[src/rtl/framebuf_arbiter.sv]
// framebuf_arbiter
//   Shares the single-port frame-buffer SRAM (640x480 words, 0x00000-0x4AFFF)
//   between the display fetch path (reads) and the host/loader path (writes).
//   Reads win arbitration by default. A starvation counter hands the memory
//   to a pending write after STARVE_MAX consecutive read grants.
//
//   Access sequence: IDLE (grant) -> ACCESS (MEM_WAIT+1 cycles, mem_ce=1)
//   -> DONE (ack pulse) -> IDLE. This gives MEM_WAIT+3 cycles per access.
//
//   Optional build macro FB_ADDR_CHECK_EN: addresses above MAX_ADDR are
//   rejected at grant time. The FSM skips ACCESS and acks with rd_err/wr_err
//   set. Without the macro there is no range check, and rd_err/wr_err are
//   always 0.
//
// Ports
//   clk, n_rst                     clock, synchronous active-low reset
//   rd_req/rd_addr                 display read request (held until rd_ack)
//   rd_ack/rd_data/rd_err          read completion pulse, registered data, reject flag
//   wr_req/wr_addr/wr_data         loader write request (held until wr_ack)
//   wr_ack/wr_err                  write completion pulse, reject flag
//   mem_ce/mem_we/mem_addr/
//   mem_wdata/mem_rdata            SRAM pins
//   busy                           high whenever the FSM is not in IDLE
module framebuf_arbiter #(
  parameter int                ADDR_W     = 20,
  parameter int                DATA_W     = 16,
  parameter int                MEM_WAIT   = 1,
  parameter int                STARVE_MAX = 4,
  parameter logic [ADDR_W-1:0] MAX_ADDR   = 20'h4AFFF
) (
  input  logic              clk,
  input  logic              n_rst,
  input  logic              rd_req,
  input  logic [ADDR_W-1:0] rd_addr,
  output logic              rd_ack,
  output logic [DATA_W-1:0] rd_data,
  input  logic              wr_req,
  input  logic [ADDR_W-1:0] wr_addr,
  input  logic [DATA_W-1:0] wr_data,
  output logic              wr_ack,
  output logic              rd_err,
  output logic              wr_err,
  output logic              mem_ce,
  output logic              mem_we,
  output logic [ADDR_W-1:0] mem_addr,
  output logic [DATA_W-1:0] mem_wdata,
  input  logic [DATA_W-1:0] mem_rdata,
  output logic              busy
);

  localparam logic [1:0] IDLE   = 2'd0;
  localparam logic [1:0] ACCESS = 2'd1;
  localparam logic [1:0] DONE   = 2'd2;

  localparam logic [2:0] WAIT_LAST  = 3'(MEM_WAIT);
  localparam logic [3:0] STARVE_LIM = 4'(STARVE_MAX);

  logic [1:0]        state;
  logic [2:0]        wait_cnt;
  logic [3:0]        starve_cnt;
  logic              gnt_wr;
  logic              grant_rd;
  logic              grant_wr;
  logic [ADDR_W-1:0] gnt_addr;
  logic              reject;

  function automatic logic [3:0] starve_inc(input logic [3:0] cnt);
    return (cnt >= STARVE_LIM) ? STARVE_LIM : cnt + 4'd1;
  endfunction

  // Arbitration only happens in IDLE; DONE never grants, so a request that
  // is still high during its own ack cycle cannot be granted twice.
  always_comb begin
    grant_rd = 1'b0;
    grant_wr = 1'b0;
    if (state == IDLE) begin
      if (wr_req && (!rd_req || starve_cnt == STARVE_LIM)) begin
        grant_wr = 1'b1;
      end else if (rd_req) begin
        grant_rd = 1'b1;
      end
    end
  end

  assign gnt_addr = grant_wr ? wr_addr : rd_addr;

`ifdef FB_ADDR_CHECK_EN
  assign reject = (gnt_addr > MAX_ADDR);
`else
  assign reject = 1'b0;
`endif

  assign busy = (state != IDLE);

  always_ff @(posedge clk) begin
    if (!n_rst) begin
      state      <= IDLE;
      wait_cnt   <= 3'd0;
      starve_cnt <= 4'd0;
      gnt_wr     <= 1'b0;
      mem_ce     <= 1'b0;
      mem_we     <= 1'b0;
      mem_addr   <= '0;
      mem_wdata  <= '0;
      rd_data    <= '0;
      rd_ack     <= 1'b0;
      wr_ack     <= 1'b0;
      rd_err     <= 1'b0;
      wr_err     <= 1'b0;
    end else begin
      rd_ack <= 1'b0;
      wr_ack <= 1'b0;
      rd_err <= 1'b0;
      wr_err <= 1'b0;
      case (state)
        IDLE: begin
          // The counter only tracks reads that overtook a waiting write.
          if (!wr_req || grant_wr) begin
            starve_cnt <= 4'd0;
          end else if (grant_rd) begin
            starve_cnt <= starve_inc(starve_cnt);
          end
          if (grant_rd || grant_wr) begin
            gnt_wr   <= grant_wr;
            wait_cnt <= 3'd0;
            if (reject) begin
              // An out-of-range address goes straight to DONE; the SRAM is never touched.
              state  <= DONE;
              rd_ack <= grant_rd;
              wr_ack <= grant_wr;
              rd_err <= grant_rd;
              wr_err <= grant_wr;
            end else begin
              state    <= ACCESS;
              mem_ce   <= 1'b1;
              mem_we   <= grant_wr;
              mem_addr <= gnt_addr;
              if (grant_wr) begin
                mem_wdata <= wr_data;
              end
            end
          end
        end
        ACCESS: begin
          if (wait_cnt == WAIT_LAST) begin
            state  <= DONE;
            mem_ce <= 1'b0;
            mem_we <= 1'b0;
            rd_ack <= ~gnt_wr;
            wr_ack <= gnt_wr;
            if (!gnt_wr) begin
              rd_data <= mem_rdata;
            end
          end else begin
            wait_cnt <= wait_cnt + 3'd1;
          end
        end
        default: begin
          state <= IDLE;
        end
      endcase
    end
  end

endmodule

[config.mk]
export PLATFORM = sky130hd
export DESIGN_NAME = framebuf_arbiter
export DESIGN_NICKNAME = d
export VERILOG_FILES = /design/src/rtl/framebuf_arbiter.sv
export SDC_FILE = /design/constraint.sdc
export NUM_CORES = 1
export LEC_CHECK = 0
export ABC_AREA = 1
export ABC_CLOCK_PERIOD_IN_PS = 1750
export BUFFER_PORTS_ARGS = -buffer_cell sky130_fd_sc_hd__buf_2
export CAP_MARGIN = 25
export CORE_UTILIZATION = 46
export CTS_CLUSTER_SIZE = 25
export DETAILED_ROUTE_END_ITERATION = 6
export PLACE_DENSITY = 0.89
export SYNTH_ARGS = -nofsm -noshare
export SYNTH_HDL_FRONTEND = slang
export SYNTH_SLANG_ARGS = --single-unit
[constraint.sdc]
create_clock -name clk -period 1.75 [get_ports clk]
set_clock_uncertainty 0.1 [all_clocks]
set_input_delay 0.35 -clock clk [delete_from_list [all_inputs] [get_ports clk]]
set_output_delay 0.35 -clock clk [all_outputs]
set_load 0.02 [all_outputs]
* Word-level counts from Yosys, hierarchy flattened *
Index checks and enable logic that the tools add are counted.
Widths: inputs -> output; s select.

word-level totals
  register bits after elaboration = 66
  input bits = 76
  output and inout port bits = 59
  logic and storage cells = 59

operators by class
  add/subtract/negate cells = 2
  $lt $le $gt $ge = 1
  equality and inequality tests = 6
  muxes and demuxes = 20
  bitwise logic cells = 1
  reduce and logical (&&, ||, !) cells = 18

operators by type and width
  cell                 count
  $mux 20              1
  $reduce_and 3->1     5
  $mux 4               3
  $mux 1               8
  $mux 3               2
  $pmux 3 s2           1
  $reduce_and 2->1     3
  $reduce_bool 2->1    3
  $add 4x1->4 const B  1
  $eq 4x3->1 const B   1
  $ge 4x3->1 const B   1
  $mux 2               2
  $ne 2x2->1 const B   2
  $pmux 1 s2           2
  $pmux 2 s2           1
  $add 3x1->3 const B  1
  $eq 3x1->1 const B   1
  $logic_or 1x1->1     3
  $eq 2x1->1 const B   1
  $logic_not 1->1      2
  $logic_not 2->1      1
  $ne 2x1->1 const B   1
  $logic_and 1x1->1    1
  $not 1->1            1

* Logic depth before layout (Yosys ltp) *
Gate-level depths: netlist of the first run.

  depth in word-level cells = 8
  mapped depth = 10
  depth with buffers taken out = 8

* Worst setup path after synthesis of the first run *
OpenSTA, ideal clock, no wires.

  kind = flip-flop to flip-flop
  from = reg starve_cnt[0]
  to = reg mem_addr[0]
  library setup time = 0.113 ns
  arrival time = 1.174 ns
  data required time = 1.537 ns
  setup slack = 0.363 ns
  cell stages (with the launch flop) = 9
  buffers on the path = 1
  clock period less this slack = 1.387 ns
  cells stage by stage = dfxtp_1 inv_1 ha_1 nand3_1 nand2_1 clkbuf_1 nand3_1 nand3_1 nand2_1

between the ends
  longest elaborated chain between the ends = 7
  elaborated cells between the ends (all ways) = 10
  classes of those cells = eq/ne: 1; mux: 5; reduce/logical: 4

RTL lines
  item                               RTL line  RTL
  from (decl)                        60        logic [3:0] starve_cnt;
  from (signal assigned)             121       starve_cnt <= starve_inc(starve_cnt);
  $eq 4x3->1 (*)                     77        if (wr_req && (!rd_req || starve_cnt == STARVE_LIM)) begin
  $logic_or 1x1->1 (*)               77
  $logic_and 1x1->1 (*)              77
  $mux 1                             77
  $mux 1                             76        if (state == IDLE) begin
  $logic_or 1x1->1                   123       if (grant_rd || grant_wr) begin
  $reduce_and 2->1 (no source line)  -
  to (signal assigned)               137       mem_addr <= gnt_addr;
  to (decl)                          45        output logic [ADDR_W-1:0] mem_addr,

Mark *: on every way between the ends. The rest lies on a longest branch, timed or not.
A chain may end at the register's enable or synchronous reset.

* Worst setup path in the final report of the first run *
  from = reg state[1]
  to = out busy

between the ends
  longest elaborated chain between the ends = 1

RTL lines
  item                    RTL line  RTL
  from (decl)             58        logic [1:0] state;
  from (signal assigned)  97        state <= IDLE;
  from (signal assigned)  128       state <= DONE;
  from (signal assigned)  134       state <= ACCESS;
  $reduce_bool 2->1       93        assign busy = (state != IDLE);
  to (decl)               48        output logic busy

No other way between the ends.

==> impl_results.md, run 1 <==
- Antenna Nets Post-Route: 0
- Min Tclk post-route: 1.64 ns
- Hold/Removal Path Class: input pin to register
- Sum Neg Setup Slack: 0 ns
- Most frequent cells in the layout: 132 x buf_2, 83 x nand2_1, 73 x nor2_1
- Critical Path Max Stage Delay: 0.45 ns
- Element type at the critical path end: output pin
- Mapped Area: 2810 um^2
- DR vias: approximately 2900
- Wire per inst: around 11 um
- Maxcap violations: 0
- CP Max Fanout: 4
- Post-Synth XOR/XNOR Area: 0
- Post-Layout Cell Count: just over 600
- Initial core utilization: 0.475
- Post-synthesis cell count: 401
- WS Path Type: register to output pin
- CTS Hold Buffers Added: 0
- Fin area: 3700 um^2
- Initial antenna violation count: 0
- Hold Slack: 0.165 ns
- Final Hold Vio Count: 0
- Number of global-route vias before repair: 2554
- Max-slew violations: 0
- Netlist cell types: 22
- Placer Congestion: about 0.77
- Most common cell after layout, fill and taps aside: buf_2
- Sink Count: 66
- Seq cells post-synth: 66
- Mean Syn Cell Area: 7.02 um^2
- DR vias/cell: around 4.7
- Placed cell areas: 3530 um^2
- Post-synthesis mux area share: 0
- Startpoint types: register
- Total Routing Usage GR: 0.217
- Max Clk Rate: 609 MHz
- Die span in y: around 80 um
- Max IR drop VDD: 400 uV
- Detail Placement HPWL: 4840 um
- Synthesis Warnings: 0
- Pre-CTS WS: 0.182 ns
- Final net count: around 600
- TritonCTS clock tree: built
- Buffers on Ports: ~130
- Reg power frac: 0.476
- P&R area growth vs syn: 31.4%
- CTS H-Tree Depth: 3
- Clk pwr share: 0.312
- Synth Area in Adders: 0.0178
- First DRT Iteration DRCs: 126
- Final Cycle Share: 0.938
- PnR worst setup slack: ~0.11 ns
- Total CTS buffers: 9
- Site Rows: 28
- Core Area: around 5900 um^2
- Psw: 1100 uW
- Proportion of power drawn by combinational gates: 0.211
- Placed insts: 597
- Routed WL: between 6000 and 7000 um
- Post-synthesis compound-gate area fraction: 0.0796
- Post-CTS setup buffer count: 0
- DRT Pass-1 Iters: 4
- Sequence of cells on the critical path: inv_1 -> nand2_1 -> buf_2
- PwrDens: 961 nW/um^2
- Global-route wire length before repair: about 11000 um
- Largest net degree at the start of global routing: 35
- I/O Pins: 135
- Critical path's top delay family: flip-flops
- Total grt overflow: 0
- Drt drc: 0
- Worst Path Buf+Inv: 2
- Worst skew pair latency: between 0.3 and 0.4 ns
- Post-synthesis simple-gate area fraction: 0.311
- Arr. time, crit path: 1.19 ns
- Worst path slowest cell: dfxtp_1
- Die X: 80.2 um
- Resized cells post-CTS: 0
- RSZ-0062 raised after global routing: no
- Int Power: 2450 uW
- CTS Root Cell: clkbuf_8
- Die ar.: 6430 um^2
- Diodes inserted: 0
- Critical path data required time: around 1.3 ns
- Pleak: 0.00204 uW
- Seq/Total Area, Yosys: 0.470
- Share of cells above drive strength 1: 0.305
- Final setup viols: 0
- CTS clk-pin slew, worst paths: 0.07 ns
- Sw Share: 0.311
- Clk buf depth: 2
- Main combinational cell family by area after synthesis: simple AND/OR/NAND/NOR gates
- Status: completed
-- worst min-delay path: stages --
cell and delay (ns):
buf_2 0.07, o21ai_0 0.07, nor2_1 0.07
-- power groups by stage --
stage                     clock network [uW]  registers (uW)  logic (uW)
after floorplan                            0            1860         346
after global placement                     0            1720         734
after detailed placement                   0            1720         752
after CTS                               1140            1690         755
after global routing                    1210            1700         839
final                                   1110            1690         750
-- synth_stat cells, drive strengths merged --
| master | n | area [um^2] |
|---|---|---|
| clkbuf | 5 | 18.8 |
| a21oi | 10 | 50.1 |
| conb | 1 | 3.75 |
| nor3b | 1 | 7.51 |
| buf | 16 | 106 |
| ha | 4 | 50.1 |
| nor2 | 75 | 297 |
| or2 | 1 | 6.26 |
| o21ai | 34 | 174 |
| dfxtp | 66 | 1320 |
| nand2 | 84 | 318 |
| nor3 | 2 | 10.0 |
| nand3 | 45 | 238 |
| inv | 57 | 214 |
-- worst paths after layout --
check,from,end,slack [ns],cells after the start
worst max-delay path,state[1],busy,0.11,3
worst min register to register,mem_addr[14],mem_addr[14],0.35,2
worst min-delay path,wr_data[14],mem_wdata[14],0.16,3
worst max register to register,wait_cnt[0],rd_data[15],0.17,7
-- stage by stage --
stage          total power, uW  utilization
2_1_floorplan             2200            -
3_3_place_gp              2450        0.596
3_5_place_dp              2480        0.596
4_1_cts                   3590        0.625
5_1_grt                   3760        0.625
6_report                  3550        0.625
-- per-layer routing --
metal | vias to the layer above | global-route usage | share of wire
li1 | 1492 | - | -
met1 | 1239 | 0.256 | 0.45
met2 | 117 | 0.375 | 0.47
met3 | 14 | 0.0534 | 0.063
met4 | 0 | 0.0857 | 0.015
met5 | - | 0 | 0
-- cells by family (layout without fill, tap and decap cells) --
logic type / count (synthesis) / count (layout)
AOI/OAI and AO/OA: 44 / 44
adders and majority gates: 4 / 4
buffers and inverters: 78 / 214
DFF: 66 / 66
other: 1 / 2
and+or+nand+nor: 208 / 208
-- area by class of cell --
class,count,area [um^2]
clock buffer,11,141
sequential,66,1320
inverter,57,214
clock inverter,5,30.0
fill,516,2220
tap,75,93.8
multi-input combinational,258,1160
timing repair buffer,141,741
-- state kept, by name (all words and copies together) (netlist names) --
| signal | cells |
|---|---|
| mem_we | 1 |
| mem_ce | 1 |
| gnt_wr | 1 |
| mem_addr | 20 |
| state | 2 |
| wr_ack | 1 |
| rd_ack | 1 |
| mem_wdata | 16 |
| rd_data | 16 |
| wait_cnt | 3 |
| starve_cnt | 4 |
Note: power is estimated with default switching activity, not from simulation.
==> run 2: changes to the inputs <==
- ABC_AREA: 1 -> unset
- ABC_CLOCK_PERIOD_IN_PS: 1750 -> 1860
- CORE_UTILIZATION: 46 -> 45
- clock period: 1.75 -> 1.86 ns (I/O delays scaled with it)
==> impl_results.md, run 2 <==
- Diodes inserted: 0 (unchanged)
- Site Rows: 27 (-3.6%)
- Seq/Total Area, Yosys: 0.510 (+0.0408)
- Detail Placement HPWL: 4440 um (-8.3%)
- Die span in y: 77.8 um (-3.0%)
- Min Tclk post-route: 1.76 ns
- Final Cycle Share: 0.947
- TritonCTS clock tree: built
- Antenna Nets Post-Route: 0 (unchanged)
- Largest regs: mem_addr x20, mem_wdata x16, rd_data x16
- Total CTS buffers: 9 (unchanged)
- Max Clk Rate: 568 MHz
- Mapped Area: 2590 um^2 (-8.0%)
- First DRT Iteration DRCs: 51 (-60%)
- Final setup viols: 0 (unchanged)
- Sink Count: 66 (unchanged)
- CTS H-Tree Depth: 3 (unchanged)
- I/O Pins: 135 (unchanged)
- Hold-critical path depth: 3 (unchanged)
- Placer Congestion: 0.747 (-2.9%)
- Total grt overflow: 0 (unchanged)
- Initial core utilization: 0.467 (-0.00802)
- Clk buf depth: 2 (unchanged)
- Global-route wire length before repair: 9720 um (-10%)
- P&R area growth vs syn: 38.1%
- Element type at the critical path end: register
- Largest net degree at the start of global routing: 43 (+23%)
- Top_reg_cell synth: dfxtp_1
- Startpoint types: register
- Synth top area share: 0.510 (+0.0408)
- DR vias/cell: 4.90 (+4.9%)
- CTS Hold Buffers Added: 0 (unchanged)
- Netlist cell types: 35 (+59%)
- Maxcap violations: 0 (unchanged)
- Core Area: 5540 um^2 (-6.4%)
- RSZ-0062 raised after global routing: no
- Register bank with the most flops: mem_addr
- Commonest cells in the netlist: 66 x dfxtp_1, 37 x nand2_1, 36 x mux2i_1, 24 x a21oi_1, 22 x nor2_1
- EDFF count, synth: 0 (unchanged)
- PwrDens: 934 nW/um^2 (-2.8%)
- Initial antenna violation count: 0 (unchanged)
- Pleak: 0.00165 uW (-19%)
- Share of cells above drive strength 1: 0.409 (+0.105)
- Mean Syn Cell Area: 9.96 um^2 (+42%)
- Reg2reg path depth: 8 (+1)
- Routed WL: 6200 um (-7.7%)
- Max-slew violations: 0 (unchanged)
- Final net count: 478 (-22%)
- WS Path Type: register to register
- Hold/Removal Path Class: input pin to register
- Seq cells post-synth: 66 (unchanged)
- Relative slew slack: 0.608
- Actual slew at the worst max-slew pin: 0.588 ns
- DR vias: 2326 (-19%)
- Synth top area cells: dfxtp_1 51%, mux2i_1 14%, o2bb2ai_1 6.4%
- Hold Slack: 0.164 ns (-0.000902 ns)
- Drt drc: 0 (unchanged)
- Most common cell in the netlist: dfxtp_1
- Total Routing Usage GR: 0.208 (-0.00880)
- Post-synthesis cell count: 260 (-35%)
- Die ar.: 6060 um^2 (-5.8%)
- Critical path data required time: 1.98 ns (+0.68 ns)
- Most common cell after layout, fill and taps aside: buf_2
- Yosys top cell by area: dfxtp_1
- Status: completed
- DRT Pass-1 Iters: 4 (unchanged)
- Number of global-route vias before repair: 2250 (-12%)
- Most frequent cells in the layout: 132 x buf_2, 66 x dfxtp_1, 37 x nand2_1
- Wire per inst: 13.0 um (+19%)
- Max reg flops: 20 (unchanged)
- Arr. time, crit path: 1.88 ns (+0.69 ns)
- CP Max Fanout: 13 (+9)
- CTS Root Cell: clkbuf_8
- Worst skew pair latency: 0.34 ns (about the same)
- Die X: 77.8 um (-3.0%)
- Synthesis Warnings: 0 (unchanged)
- CTS clk-pin slew, worst paths: 0.08 ns (about the same)
- Synth async-reset ratio: 0 (unchanged)
- Fill cell count: 480 (-7.0%)
- Sum Neg Setup Slack: 0 ns (unchanged)
- Max IR drop VDD: 583 uV (+46%)
- Final Hold Vio Count: 0 (unchanged)
- Buffers on Ports: 132 (unchanged)
-- run 2: cells by family (layout without fill, tap and decap cells) --
| group | count (synthesis) | in the layout | share of synthesized area |
|---|---|---|---|
| xor+xnor | 1 | 1 | 0.00338 |
| buf+inv | 23 | 165 | 0.0493 |
| other cells | 1 | 2 | 0.00145 |
| simple gates | 78 | 78 | 0.131 |
| compound gates | 50 | 50 | 0.141 |
| mux | 37 | 37 | 0.144 |
| flops | 66 | 66 | 0.510 |
| fa+ha+maj | 4 | 4 | 0.0193 |
-- run 2: per-layer routing --
metal	track usage	up-vias	routed length (um)
met5	0	-	0
met4	0.128	0	205
met3	0.0624	19	297
met2	0.361	78	3170
met1	0.220	1064	2520
li1	-	1165	-
-- run 2: final timing paths --
check	from	to	slack [ns]
worst min-delay path	wr_data[7]	mem_wdata[7]	0.16
worst max register to register	starve_cnt[0]	mem_addr[10]	0.1
worst max-delay path	starve_cnt[0]	mem_addr[10]	0.1
worst min register to register	rd_data[13]	rd_data[13]	0.35
-- run 2: layout make-up --
class	count	area [um^2]	share of cell area
clock buffers	12	155	0.0434
clock inverters	4	50.0	0.0140
inverters	6	22.5	0.00630
multi-input cells	172	1140	0.320
flip-flops and latches	66	1320	0.369
well taps	72	90.1	0.0252
repair buffers	143	793	0.222
-- run 2: timing repair --
| item | CTS | global route |
|---|---|---|
| endpoints found under the setup margin | 0 | 29 |
| buffers inserted | 0 | 2 |
| gates resized for setup | 0 | 2 |
-- run 2: report_power, final --
part | internal [uW] | total [uW] | switching, uW
clock | 690 | 1220 | 531
sequential | 1500 | 1550 | 47.3
combinational | 247 | 572 | 325
total | 2440 | 3340 | 903
-- run 2: critical path, cell delays in order (launching register included) --
cell and delay, ns:
dfxtp_1 0.33, inv_1 0.08, ha_1 0.17, nand3b_1 0.12, a211oi_4 0.22, buf_4 0.17, buf_12 0.15, mux2i_1 0.23
o2bb2ai_1 0.07
-- run 2: per-stage QoR --
step                 util  cells  worst slack [ns]  power (uW)  instance area [um^2]
global placement    0.600    456             0.130        2120                  3320
detailed placement  0.600    456            0.0468        2140                  3320
global route        0.645    475           0.00525        3510                  3580
finish              0.645    475            0.0985        3340                  3580
floorplan               -    261             0.131        1910                  2590
CTS                 0.637    472            0.0368        3360                  3530
==> run 3: changes to the inputs <==
- CORE_UTILIZATION: 45 -> 46
- CTS_BUF_LIST: unset -> sky130_fd_sc_hd__clkbuf_8
- PLACE_DENSITY: 0.89 -> 0.9
==> impl_results.md, run 3 (synthesis gave the netlist of run 2 again) <==
- Final Hold Vio Count: 0 (unchanged)
- Critical path data required time: 1.98 ns (about the same)
- Core Area: 5270 um^2 (-4.9%)
- Status: completed
- Proportion of power drawn by combinational gates: 0.169 (-0.002)
- Pre-CTS WS: 0.0209 ns (-0.0259 ns)
- Diodes inserted: 0 (unchanged)
- Pleak: 0.00167 uW (+1.4%)
- Met1 Resource Use GR: 0.229 (+0.00955)
- DRT Pass-1 Iters: 4 (unchanged)
- Final setup viols: 0 (unchanged)
- DR vias: 2375 (+2.1%)
- Placer Congestion: 0.791 (+5.9%)
- Fin area: 3590 um^2 (+0.49%)
- Total Routing Usage GR: 0.213 (+0.00453)
- Total CTS buffers: 9 (unchanged)
- Startpoint types: register
- Buffers on Ports: 132 (unchanged)
- Arr. time, crit path: 1.92 ns (+0.04 ns)
- Hold path startpoint: mem_rdata[12]
- Worst path slowest cell: dfxtp_1
- I/O Pins: 135 (unchanged)
- FF-to-FF setup slack: 0.07 ns (-0.03 ns)
- Hold path endpoint: rd_data[12]
- Hold/Removal Path Class: input pin to register
- PwrDens: 957 nW/um^2 (+2.4%)
- Actual slew at the worst max-slew pin: 0.553 ns (-0.0346 ns)
- FF-to-FF Start: starve_cnt[0]
- Critical Path Max Stage Delay: 0.33 ns (about the same)
- CP Max Fanout: 12 (-1)
- PnR Total Power: 3440 uW (+2.9%)
- Reg power frac: 0.450 (-0.013)
- Detail Placement HPWL: 4480 um (+0.86%)
- Total grt overflow: 0 (unchanged)
- Register bank with the most flops: mem_addr
- Die ar.: 5930 um^2 (-2.1%)
- CTS Root Cell: clkbuf_8
- Max-slew violations: 0 (unchanged)
- Sink Count: 66 (unchanged)
- Largest net degree at the start of global routing: 43 (unchanged)
- Max IR drop VDD: 853 uV (+46%)
- CTS clk-pin slew, worst paths: 0.07 ns (about the same)
- Most frequent cells in the layout: 132 x buf_2, 66 x dfxtp_1, 37 x nand2_1
- Largest regs: mem_addr x20, mem_wdata x16, rd_data x16
- Maxcap violations: 0 (unchanged)
- Max reg flops: 20 (unchanged)
- Wire per inst: 13.7 um (+4.7%)
- Reg2reg path depth: 8 (unchanged)
- Final Cycle Share: 0.965 (+0.0177)
- FF-to-FF End: mem_addr[9]
- WS Path Type: register to register
- Clk pwr share: 0.381 (+0.015)
- CTS H-Tree Depth: 3 (unchanged)
- Die X: 77.0 um (-1.1%)
- Placed insts: 456 (unchanged)
- Drt drc: 0 (unchanged)
- Antenna Nets Post-Route: 0 (unchanged)
- Initial core utilization: 0.491 (+0.0240)
- Initial antenna violation count: 0 (unchanged)
- Fill cell count: 448 (-6.7%)
- CP Launch Point: starve_cnt[0]
- Hold-critical path depth: 3 (unchanged)
- Die span in y: 77.0 um (-1.1%)
- PnR worst setup slack: 0.0655 ns (-0.0330 ns)
- Element type at the critical path end: register
- Global-route wire length before repair: 9850 um (+1.3%)
- Placed cell areas: 3320 um^2 (unchanged)
- P&R area growth vs syn: 38.8%
- Top Usage Layer GRT: met2
- DR vias/cell: 5.00 (+2.1%)
- Post-Layout Cell Count: 475 (unchanged)
- Min Tclk post-route: 1.79 ns (+0.0330 ns)
- Psw: 908 uW (+0.54%)
- First DRT Iteration DRCs: 143 (+180%)
- Met3 Use GR: 0.0452 (-0.0171)
- Int Power: 2530 uW (+3.8%)
- Sw Share: 0.264 (-0.00632)
- Final net count: 480 (+0.42%)
- Worst skew pair latency: 0.33 ns (about the same)
- Site Rows: 26 (-3.7%)
- Sequence of cells on the critical path: inv_1 -> ha_1 -> nand3b_1 -> a211oi_4 -> buf_4 -> clkbuf_16 -> mux2i_1 -> o2bb2ai_1
- Clk buf depth: 2 (unchanged)
- TritonCTS clock tree: built
- Number of global-route vias before repair: 2241 (-0.40%)
- Relative slew slack: 0.631 (+0.0231)
- Routed WL: 6490 um (+4.7%)
- Most common cell after layout, fill and taps aside: buf_2
- Share of cells above drive strength 1: 0.415 (+0.00539)
- M2 GR Usage: 0.383 (+0.0220)
- Max Clk Rate: 557 MHz (-1.8%)
## run 3: cell types whose count changed in the layout (fill, tap and decap cells not counted), sizes merged
| cell | before | now |
|---|---|---|
| inv | 5 | 6 |
| buf | 142 | 144 |
| bufinv | 1 | 2 |
| clkinv | 2 | 3 |
| clkinvlp | 2 | 1 |
| clkbuf | 13 | 11 |
## run 3: worst max-delay path: cells and delay by family, from the launching register on
kind,cells,cell delay (ns)
adders and majority gates,1,0.17
muxes,1,0.20
buffers and inverters,3,0.42
DFF,1,0.33
AOI/OAI and AO/OA,2,0.34
and+or+nand+nor,1,0.12
## run 3: through the flow
step / hold WS [ns] / TNS (ns) / utilization
after floorplan: 0.349 / 0 / -
final: 0.171 / 0 / 0.682
after global placement: 0.339 / 0 / 0.631
after global routing: 0.170 / -0.115 / 0.682
after detailed placement: 0.341 / 0 / 0.631
after CTS: 0.162 / 0 / 0.672
## run 3: repair_timing
item                       in CTS  in global routing
setup buffers                   0                  2
hold buffers                    0                  0
gates resized for setup         0                  3
setup endpoints to repair       0                 32
## run 3: worst max path at each step
stage          depth (start not counted)  slack (ns)            to
3_3_place_gp                           7        0.13   mem_addr[8]
2_1_floorplan                          8        0.13  mem_addr[17]
4_1_cts                                7        0.01  mem_addr[17]
6_report                               8        0.07   mem_addr[9]
5_1_grt                                8       -0.04   mem_addr[7]
3_5_place_dp                           7        0.02  mem_addr[17]
## run 3: power groups by stage
stage | combinational [uW] | clock [uW] | sequential (uW)
2_1_floorplan | 247 | 0 | 1670
3_3_place_gp | 542 | 0 | 1570
3_5_place_dp | 559 | 0 | 1580
4_1_cts | 562 | 1340 | 1550
5_1_grt | 627 | 1400 | 1560
6_report | 580 | 1310 | 1550
## run 3: per-layer routing
| layer | routed length (um) | share of wire | vias to the layer above |
|---|---|---|---|
| met5 | 0 | 0 | - |
| met4 | 188 | 0.029 | 0 |
| met3 | 287 | 0.044 | 15 |
| met2 | 3380 | 0.52 | 69 |
| met1 | 2630 | 0.40 | 1116 |
| li1 | - | - | 1175 |
## run 3: cell type report
type	count	area, um^2	share of cell area
multi-input cells	172	1150	0.319
flip-flops and latches	66	1320	0.368
inverters	6	22.5	0.00627
clock buffers	10	138	0.0383
repair buffers	145	796	0.221
well taps	70	87.6	0.0244
clock inverters	6	81.3	0.0226
